<file path="src/rtl/mem_wb_if.sv">
// mem_wb_if: MEM->WB bundle.
//   master (MEM/control side) drives mvalid, mwreg, mm2reg, mdest, malu, mdo, mldsz, mldsgn, stall, flush
//   slave (WB stage) drives wwreg, wmux_id_out, wmux_out, wretire
interface mem_wb_if;
    logic        mvalid;
    logic        mwreg;
    logic        mm2reg;
    logic [4:0]  mdest;
    logic [31:0] malu;
    logic [31:0] mdo;
    logic [1:0]  mldsz;
    logic        mldsgn;
    logic        stall;
    logic        flush;
    logic        wwreg;
    logic [4:0]  wmux_id_out;
    logic [31:0] wmux_out;
    logic [31:0] wretire;
    modport master (
        output mvalid, mwreg, mm2reg, mdest, malu, mdo, mldsz, mldsgn, stall, flush,
        input  wwreg, wmux_id_out, wmux_out, wretire
    );
    modport slave (
        input  mvalid, mwreg, mm2reg, mdest, malu, mdo, mldsz, mldsgn, stall, flush,
        output wwreg, wmux_id_out, wmux_out, wretire
    );
endinterface

</file>
<file path="src/rtl/mem_wb_writer.sv">
// mem_wb_writer: MEM/WB pipeline register with load extraction and retire counter.
//   clk, rst : clock, synchronous active-high reset
//   bus      : mem_wb_if.slave (MEM inputs, stall/flush, register-file write port, retire count)
module mem_wb_writer (
    input logic      clk,
    input logic      rst,
    mem_wb_if.slave  bus
);
    typedef struct packed {
        logic        valid;
        logic        wreg;
        logic        m2reg;
        logic [4:0]  dest;
        logic [31:0] alu;
        logic [31:0] mdo;
        logic [1:0]  ldsz;
        logic        ldsgn;
    } wb_t;
    wb_t         wb_q, wb_d;
    logic [31:0] retire_q, retire_d;
    logic [15:0] half;
    logic [7:0]  byt;
    logic [31:0] ld;
    always_comb begin
        wb_d = bus.stall ? wb_q : bus.flush ? '0 :
               wb_t'({bus.mvalid, bus.mwreg, bus.mm2reg, bus.mdest, bus.malu, bus.mdo, bus.mldsz, bus.mldsgn});
        retire_d = retire_q + {31'd0, ~bus.stall & wb_q.valid};
        // big-endian lane selection from the registered address low bits
        half = wb_q.alu[1] ? wb_q.mdo[15:0] : wb_q.mdo[31:16];
        byt  = wb_q.alu[1] ? (wb_q.alu[0] ? wb_q.mdo[7:0] : wb_q.mdo[15:8])
                           : (wb_q.alu[0] ? wb_q.mdo[23:16] : wb_q.mdo[31:24]);
        ld   = wb_q.ldsz == 2'b01 ? {{16{wb_q.ldsgn & half[15]}}, half} :
               wb_q.ldsz == 2'b10 ? {{24{wb_q.ldsgn & byt[7]}}, byt} : wb_q.mdo;
    end
    always_ff @(posedge clk) begin
        if (rst) begin
            wb_q     <= '0;
            retire_q <= '0;
        end else begin
            wb_q     <= wb_d;
            retire_q <= retire_d;
        end
    end
    // a stalled instruction stays in WB, so its write is suppressed until release
    assign bus.wwreg       = wb_q.valid & wb_q.wreg & (wb_q.dest != 5'd0) & ~bus.stall;
    assign bus.wmux_id_out = wb_q.dest;
    assign bus.wmux_out    = wb_q.m2reg ? ld : wb_q.alu;
    assign bus.wretire     = retire_q;
endmodule

</file>
<file path="src/flat_wrapper.sv">
// flat-port wrapper written by rule: the top's interface ports become plain ports
module mem_wb_writer_flat 
  (clk, rst, bus_mvalid, bus_mwreg, bus_mm2reg, bus_mdest, bus_malu, bus_mdo, bus_mldsz, bus_mldsgn, bus_stall, bus_flush, bus_wwreg, bus_wmux_id_out, bus_wmux_out, bus_wretire);
  mem_wb_if bus_i ();
  input logic clk;
  input logic rst;
  input wire logic [$bits(bus_i.mvalid)-1:0] bus_mvalid;
  input wire logic [$bits(bus_i.mwreg)-1:0] bus_mwreg;
  input wire logic [$bits(bus_i.mm2reg)-1:0] bus_mm2reg;
  input wire logic [$bits(bus_i.mdest)-1:0] bus_mdest;
  input wire logic [$bits(bus_i.malu)-1:0] bus_malu;
  input wire logic [$bits(bus_i.mdo)-1:0] bus_mdo;
  input wire logic [$bits(bus_i.mldsz)-1:0] bus_mldsz;
  input wire logic [$bits(bus_i.mldsgn)-1:0] bus_mldsgn;
  input wire logic [$bits(bus_i.stall)-1:0] bus_stall;
  input wire logic [$bits(bus_i.flush)-1:0] bus_flush;
  output wire logic [$bits(bus_i.wwreg)-1:0] bus_wwreg;
  output wire logic [$bits(bus_i.wmux_id_out)-1:0] bus_wmux_id_out;
  output wire logic [$bits(bus_i.wmux_out)-1:0] bus_wmux_out;
  output wire logic [$bits(bus_i.wretire)-1:0] bus_wretire;
  assign bus_i.mvalid = bus_mvalid;
  assign bus_i.mwreg = bus_mwreg;
  assign bus_i.mm2reg = bus_mm2reg;
  assign bus_i.mdest = bus_mdest;
  assign bus_i.malu = bus_malu;
  assign bus_i.mdo = bus_mdo;
  assign bus_i.mldsz = bus_mldsz;
  assign bus_i.mldsgn = bus_mldsgn;
  assign bus_i.stall = bus_stall;
  assign bus_i.flush = bus_flush;
  assign bus_wwreg = bus_i.wwreg;
  assign bus_wmux_id_out = bus_i.wmux_id_out;
  assign bus_wmux_out = bus_i.wmux_out;
  assign bus_wretire = bus_i.wretire;
  mem_wb_writer u_core (.clk(clk), .rst(rst), .bus(bus_i));
endmodule
</file>
<file path="config.mk">
export PLATFORM = sky130hd
export DESIGN_NAME = mem_wb_writer_flat
export DESIGN_NICKNAME = d
export VERILOG_FILES = /design/src/rtl/mem_wb_if.sv /design/src/rtl/mem_wb_writer.sv /design/src/flat_wrapper.sv
export SDC_FILE = /design/constraint.sdc
export NUM_CORES = 1
export LEC_CHECK = 0
export ABC_AREA = 1
export BUFFER_PORTS_ARGS = -buffer_cell sky130_fd_sc_hd__buf_4
export CAP_MARGIN = 10
export CORE_ASPECT_RATIO = 2
export CORE_MARGIN = 2
export CORE_UTILIZATION = 45
export CTS_CLUSTER_SIZE = 8
export DETAILED_ROUTE_END_ITERATION = 16
export GPL_ROUTABILITY_DRIVEN = 0
export HOLD_SLACK_MARGIN = 0.05
export MAX_ROUTING_LAYER = met4
export PLACE_DENSITY = 0.7
export RECOVER_POWER = 50
export SLEW_MARGIN = 25
export SYNTH_ARGS = -nofsm -noshare
export SYNTH_HDL_FRONTEND = slang
export SYNTH_SLANG_ARGS = --single-unit
</file>
<file path="constraint.sdc">
create_clock -name clk -period 2 [get_ports clk]
set_clock_uncertainty 0.05 [all_clocks]
set_input_delay 0.2 -clock clk [delete_from_list [all_inputs] [get_ports clk]]
set_output_delay 0.2 -clock clk [all_outputs]
set_load 0.02 [all_outputs]
</file>
; ---- After elaboration in Yosys (flattened, before gate mapping)
; Index checks and enable logic that the tools add are counted.
[totals]
ff_bits = 107
word_cells = 28
[classes]
add_sub_neg = 1
n_eq_ne = 2
muxes = 8
n_bitwise = 7
reduce_logical = 1
[op_table]
columns = op, count
row1 = 32-bit two-way mux, 3
row2 = 75-bit two-way mux, 1
row3 = 32-bit by 1-bit adder with 32-bit output, 1
row4 = 8-bit two-way mux, 3
row5 = 16-bit two-way mux, 1
row6 = 1-bit bitwise AND, 6
row7 = 5-bit nonzero test, 1
row8 = "2-bit by 1-bit equality test with 1-bit output, second input constant", 1
row9 = "2-bit equality test, second input constant", 1
row10 = 1-bit NOT, 1

; ---- Logic depth before layout (Yosys ltp)
; Gate-level depths: netlist of the first run.
[logic_depth]
depth_word = 6
ltp_mapped = 12
depth_no_buf = 11

; ---- Worst setup path before layout of the first run
; OpenSTA, ideal clock, no wires.
[synth_path]
kind = input to register
from = input bus_stall
to = register u_core.retire_q[14] (netlist: u_core.bus.wretire[14])
arrival_ns = 1.699
required_ns = 1.822
setup_slack_ns = 0.124
path_stages = 11
path_cell_list = clkbuf_1 > buf_2 > nor2_1 > ha_1 > ha_1 > nand2_1 > nor2_1 > nand2_1 > nor2_1 > xnor2_1 > nor2_1
[synth_via]
elab_chain_len = 3
[synth_rtl]
columns = element, line_no
row1 = "start, declared", flat_wrapper.sv:15  ; input wire logic [$bits(bus_i.stall)-1:0] bus_stall;
row2 = 1-bit NOT, mem_wb_writer.sv:27  ; retire_d = retire_q + {31'd0, ~bus.stall & wb_q.valid};
row3 = 1-bit bitwise AND, mem_wb_writer.sv:27
row4 = 32-bit by 1-bit adder with 32-bit output, mem_wb_writer.sv:27
row5 = "end signal, assigned", mem_wb_writer.sv:41  ; retire_q <= retire_d;
row6 = "end, declared", mem_wb_writer.sv:20  ; logic [31:0] retire_q, retire_d;
; No other way between the ends.
; A chain may end at the register's enable or synchronous reset.

; ---- Worst setup path after layout of the first run
[layout_path]
from = register u_core.wb_q[1] (netlist name)
to = output bus_wmux_out[21]
[layout_via]
elab_chain_len = 4
word_cells_on_any_way = 5
cone_classes = eq/ne: 2 / mux: 3
[layout_rtl]
columns = element, line_no
row1 = "start, declared", mem_wb_writer.sv:19  ; wb_t wb_q, wb_d;
row2 = "start signal, assigned", mem_wb_writer.sv:40  ; wb_q <= wb_d;
row3 = 2-bit equality test, mem_wb_writer.sv:33  ; wb_q.ldsz == 2'b10 ? {{24{wb_q.ldsgn & byt[7]}}, byt} : wb_q.mdo;
row4 = 32-bit two-way mux, mem_wb_writer.sv:33
row5 = 32-bit two-way mux (*), mem_wb_writer.sv:32  ; ld = wb_q.ldsz == 2'b01 ? {{16{wb_q.ldsgn & half[15]}}, half} :
row6 = 32-bit two-way mux (*), mem_wb_writer.sv:47  ; assign bus.wmux_out = wb_q.m2reg ? ld : wb_q.alu;
row7 = "end, declared", flat_wrapper.sv:19  ; output wire logic [$bits(bus_i.wmux_out)-1:0] bus_wmux_out;
; Every way passes the cells marked *; elsewhere a longest branch is shown, timed or not.

==> results of run 1 <==
what timing repair did:
action,CTS,global route
cloned,1,1
setup buffers,7,6
hold buffers,23,0
pin swaps,1,5
endpoints found under the setup margin,31,42
endpoints found under the hold margin,26,0
gates resized for setup,20,49
flip-flops by register name, indices dropped and copies added, names as in the netlist:
| name | count |
|---|---|
| u_core.bus.wmux_id_out | 5 |
| u_core.bus.wretire | 32 |
| u_core.wb_q | 70 |
worst max-delay path by stage:
| stage | start | endpoint | slack [ps] | cells after the start |
|---|---|---|---|---|
| CTS | u_core.wb_q[36] | bus_wmux_out[19] | -4 | 9 |
| global route | u_core.wb_q[1] | bus_wmux_out[24] | -200 | 10 |
| floorplan | bus_stall | u_core.bus.wretire[14] | 120 | 11 |
| global placement | bus_stall | u_core.bus.wretire[14] | 40 | 11 |
| finish | u_core.wb_q[1] | bus_wmux_out[21] | -50 | 10 |
| detailed placement | bus_stall | u_core.bus.wretire[14] | 20 | 11 |
cell usage after synthesis:
master	count
xnor2_1	1
nor3_1	5
a31oi_1	1
a211oi_1	1
dfxtp_1	107
o211ai_1	6
nand2_2	3
nand2_4	1
buf_4	6
ha_1	3
a21oi_1	129
xor2_1	4
inv_4	1
buf_6	4
buf_1	4
o21a_1	1
nand2_1	356
nor2_8	1
a21boi_0	6
nor2_2	2
nor2_4	1
buf_2	16
a21oi_2	10
o21ai_0	9
clkbuf_1	22
nand4_1	1
nor2_1	100
nand3b_1	9
nand3_1	15
mux2i_1	1
nor3b_1	1
inv_1	38
layout make-up:
type	instances	area (µm²)	area share, %
Clock buffer	9	225	2.99
Clock inverter	7	106	1.41
Inverter	39	158	2.09
Multi-Input combinational cell	669	3130	41.5
Sequential cell	107	2150	28.6
Tap cell	147	184	2.44
Timing Repair Buffer	209	1570	20.9
kinds of logic after synthesis:
| kind of cell | count (synthesis) | share of synthesized area, % |
|---|---|---|
| simple gates | 495 | 35.7 |
| buf+inv | 91 | 7.57 |
| fa+ha+maj | 3 | 0.682 |
| xor+xnor | 5 | 0.795 |
| compound gates | 163 | 16.2 |
| mux | 1 | 0.182 |
| flops | 107 | 38.9 |
worst min-delay path, stage by stage:
cell,delay (ps)
buf_4,110
nand2_1,50
a21oi_1,50
placed cells by master, fill, tap and decap left out, types with 8 or more instances in the layout:
| cell type | Yosys | layout |
|---|---|---|
| nand2_1 | 356 | 351 |
| buf_4 | 6 | 132 |
| a21oi_1 | 129 | 120 |
| dfxtp_1 | 107 | 101 |
| nor2_1 | 100 | 93 |
| clkbuf_1 | 22 | 36 |
| inv_1 | 38 | 34 |
| dlygate4sd3_1 | 0 | 23 |
| a21oi_2 | 10 | 16 |
| nand3_1 | 15 | 15 |
| buf_6 | 4 | 13 |
| nand3b_1 | 9 | 9 |
| clkbuf_16 | 0 | 9 |
| o21ai_0 | 9 | 8 |
metal layers:
metal | share of wire, % | global-route usage, % | wire length (µm) | up-vias
li1 | - | - | - | 3080
met1 | 32 | 27.5 | 6120 | 2798
met2 | 56 | 53.0 | 10700 | 218
met3 | 4.1 | 4.44 | 771 | 91
met4 | 7.5 | 20.2 | 1430 | 0
met5 | 0 | - | 0 | -
where the power goes:
group	switching, mW	internal [mW]
combinational	0.368	0.317
clock	0.868	1.12
sequential	0.0548	2.19
stage by stage:
step	hold slack, ps	setup TNS [ps]	util (%)	total power [mW]	cell area, µm²
finish	52.5	-796	62.4	4.92	7530
global route	56.1	-6190	62.4	5.09	7530
CTS	50.4	-7.89	61.8	4.92	7450
detailed placement	397	0	56.1	2.89	6760
global placement	392	0	56.1	2.88	6760
floorplan	293	0	-	2.61	5510
==> flow_summary.json, run 1 <==
{
  "reg2reg_to": "u_core.bus.wretire[10]",
  "start_util_pct": 45.7,
  "diodes": 0,
  "final_nets": 1117,
  "cp.required_ps": 1750,
  "first_pass_iters": 5,
  "grt_use_total_pct": 29.7,
  "min_period_ps": 2050,
  "drc": 0,
  "root_buffer": "clkbuf_16",
  "vias": 6187,
  "post-dp-hpwl_mm": 14.1,
  "worst-slew-pin-transition_ps": 1540,
  "drive_gt1_share_pct": 21.4,
  "r2r-start": "u_core.wb_q[74]",
  "hp-start": "bus_malu[4]",
  "fin_cells": 1187,
  "synth.yosys.warnings": 0,
  "cp_max_fo": 15,
  "post-place-ws_ps": 15.4,
  "die_h_um": 160,
  "ys_seq_elements": 107,
  "wl_per_cell_um": 16.0,
  "drv_slew": 77,
  "die_w_um": 82.2,
  "grt_pass1_vias": 5963,
  "crit_chain": "inv_4 > nor2_4 > inv_2 > a21oi_2 > nand2_1 > nand2_2 > clkinvlp_4 > buf_12 > a21oi_2 > buf_4",
  "synth_top_area_share_pct": 38.9,
  "timing.final.crit_share_pct": 103,
  "cp_slowest_cell": "dfxtp_2",
  "grt_max_degree": 77,
  "start_kind": "flip-flop",
  "ir_worst_vdd_mv": 0.429,
  "via_per_inst": 5.21,
  "hold_viol": 0,
  "synthDistinctLibCells": 32,
  "h-tree-depth": 3,
  "setup_ws_ps": -51.2,
  "drt_iter0_markers": 378,
  "cap_violations": 1,
  "antenna_found_initial": 0,
  "crit_path_end_kind": "output port",
  "arrival_ps": 1800,
  "p_per_area_nw_per_um2": 653,
  "hold_path_class": "in2reg",
  "grt_pass1_wl_mm": 28.7,
  "violations": "max-capacitance violations, max-slew violations, negative setup slack",
  "syn_inst": 865,
  "cts.sinks": 107,
  "leakage_nw": 3.09,
  "holdPathStages": 3,
  "dp_cells": 1134,
  "crit_top_cell": "a21oi_2",
  "clkLatencyLatePin_ps": 350,
  "core_um2": 12100,
  "rows": 57,
  "port_buffers": 148,
  "synth_top_cell_by_area": "dfxtp_1",
  "ios": 149,
  "die_area_um2": 13200,
  "syn_area_um2": 5510,
  "cpLargestDelayFamily": "buffers and inverters",
  "max_freq_mhz": 488,
  "cts_buffers": 9,
  "cts_tree": "done",
  "drt-total-wl_mm": 19.0,
  "avgSynthCellArea_um2": 6.37,
  "fill_cells": 1181,
  "syn_nets": 947,
  "hold_path_end": "u_core.wb_q[39]",
  "crit_type": "reg2out",
  "r2r_cells": 12,
  "ys_seq_area_share_pct": 38.9,
  "status": "finished with violations",
  "max_stage_delay_ps": 360,
  "clk_transition_reported_paths_ps": 80,
  "maxSlewHeadroom_pct": -2.52,
  "critPathBufInv": 5,
  "rsz0062_at_grt": "true",
  "ys_top_cells_by_area": "dfxtp_1 39%, nand2_1 24%, a21oi_1 12%",
  "finalSetupViolations": 23,
  "syn_to_final_growth_pct": 36.7,
  "drtAntennaViolNets": 0,
  "overflow": 0,
  "reg2reg_slack_ps": 110,
  "cts_buffer_depth": 2
}
Note: power is estimated with default switching activity, not from simulation.
==> run 2: changes to the inputs <==
Settings changed: CORE_ASPECT_RATIO 2 to 0.6.
==> run 2 against run 1 <==
Against the previous run: the run still ends with max-capacitance violations, max-slew violations, negative setup slack left; routed wire length shrank 4.2%; worst hold slack gained 8.1 ps; combinational power grew 3.5%; maximum frequency grew 0.13%; sequential power is essentially flat; largest power group unchanged.
==> flow_summary.json, run 2 (same netlist as run 1, synthesis figures left out) <==
{
  "cp.required_ps": 1750,
  "h-tree-depth": 3,
  "via_per_inst": 5.04,
  "dr_wl_met2_mm": 6.83,
  "min_period_ps": 2050,
  "power_mw": 4.62,
  "highest_layer": "met4",
  "diodes": 0,
  "die_area_um2": 13200,
  "cts_tree": "done",
  "drtAntennaViolNets": 0,
  "p_per_area_nw_per_um2": 612,
  "rows": 31,
  "final_nets": 1120,
  "finalSetupViolations": 14,
  "post-dp-hpwl_mm": 12.9,
  "rsz0062_at_grt": "true",
  "largest_register_ffs": 70,
  "wl_met1_mm": 9.19,
  "first_pass_iters": 5,
  "cp_max_fo": 6,
  "drt-total-wl_mm": 18.2,
  "maxSlewHeadroom_pct": -2.04,
  "leakage_nw": 3.07,
  "clk_transition_reported_paths_ps": 70,
  "grt_pass1_vias": 5380,
  "antenna_found_initial": 0,
  "ios": 149,
  "die_h_um": 89.7,
  "setup_ws_ps": -48.5,
  "drive_gt1_share_pct": 20.4,
  "drv_slew": 77,
  "hold_path_class": "in2reg",
  "arrival_ps": 1800,
  "mostFrequentLayoutCells": "349 x nand2_1, 127 x buf_4, 120 x a21oi_1",
  "ir_worst_vdd_mv": 0.462,
  "port_buffers": 148,
  "holdWs_ps": 60.6,
  "violations": "max-capacitance violations, max-slew violations, negative setup slack",
  "cp_slowest_cell": "dfxtp_2",
  "max_freq_mhz": 488,
  "crit_type": "reg2out",
  "root_buffer": "clkbuf_16",
  "status": "finished with violations",
  "vias": 6091,
  "wl_per_cell_um": 15.1,
  "crit_path_end_kind": "output port",
  "core_um2": 12000,
  "max_stage_delay_ps": 340,
  "grt_pass1_wl_mm": 27.8,
  "cts_buffer_depth": 2,
  "clkLatencyLatePin_ps": 350,
  "drt_iter0_markers": 577,
  "hold_viol": 0,
  "overflow": 0,
  "worst-slew-pin-transition_ps": 1530,
  "grt_max_degree": 77,
  "drc": 0,
  "cts.sinks": 107,
  "start_util_pct": 45.9,
  "syn_to_final_growth_pct": 37.1,
  "wl_met3_mm": 2.01,
  "post-place-ws_ps": 149,
  "timing.final.crit_share_pct": 102,
  "largest-register": "u_core.wb_q",
  "cap_violations": 1,
  "crit_chain": "inv_4 > nand2_8 > nor2_4 > nand2_4 > nand2_8 > nand2_4 > nand2_1 > nand2_1 > a21oi_4 > buf_6",
  "finalSetupTns_ps": -336,
  "grt_use_total_pct": 28.0,
  "layout_commonest_cell": "nand2_1",
  "start_kind": "flip-flop",
  "die_w_um": 147,
  "cts_buffers": 9
}
## run 2: cell types whose count changed in the layout (fill, tap and decap cells not counted), moves of 3 or more
cell | previous run | this run
nor2_1 | 93 | 96
clkbuf_1 | 36 | 39
a21oi_2 | 16 | 13
a21oi_4 | 3 | 6
dlygate4sd3_1 | 23 | 28
buf_4 | 132 | 127
## run 2: path summary, 6_finish.rpt
check	from	endpoint	slack [ps]	cells after the start
max	u_core.wb_q[1]	bus_wmux_out[19]	-50	10
min	bus_malu[23]	u_core.wb_q[58]	60	3
max reg2reg	u_core.wb_q[74]	u_core.bus.wretire[31]	180	10
min reg2reg	u_core.wb_q[74]	u_core.wb_q[74]	410	2
## run 2: metal layers
metal  GRT usage, %  vias up
met3           9.39       18
met5              -        -
met2           34.9      271
met4           6.53        0
li1               -     3090
met1           42.0     2712
## run 2: cell type report
class | count | area, µm²
fillers | 1134 | 4430
repair buffers | 211 | 1610
well taps | 165 | 206
flip-flops and latches | 107 | 2150
multi-input cells | 670 | 3160
clock buffers | 11 | 233
clock inverters | 5 | 37.5
inverters | 39 | 158
## run 2: critical path, delay by kind of cell, from the launching register on
family,cells,cell delay (ps)
compound gates,1,170
flops,1,340
simple gates,7,710
buf+inv,2,230
## run 2: report_power, final
part	total [mW]	switching, mW	internal (mW)
registers	2.24	0.0564	2.19
logic	0.709	0.381	0.328
clock network	1.67	0.816	0.851
total	4.62	1.25	3.37
## run 2: what timing repair did
action,4_1_cts,5_1_grt
pin swaps,3,5
gates cloned,2,1
endpoints found under the hold margin,28,0
endpoints found under the setup margin,30,38
setup buffers,4,1
hold buffers,28,0
resized for setup,18,54
## run 2: per-stage QoR
| step | cells | area (µm²) | utilization, % |
|---|---|---|---|
| after floorplan | 865 | 5510 | - |
| after global placement | 1156 | 6810 | 56.9 |
| after detailed placement | 1156 | 6810 | 56.9 |
| after CTS | 1206 | 7480 | 62.4 |
| after global routing | 1208 | 7550 | 63.0 |
| final | 1208 | 7550 | 63.0 |
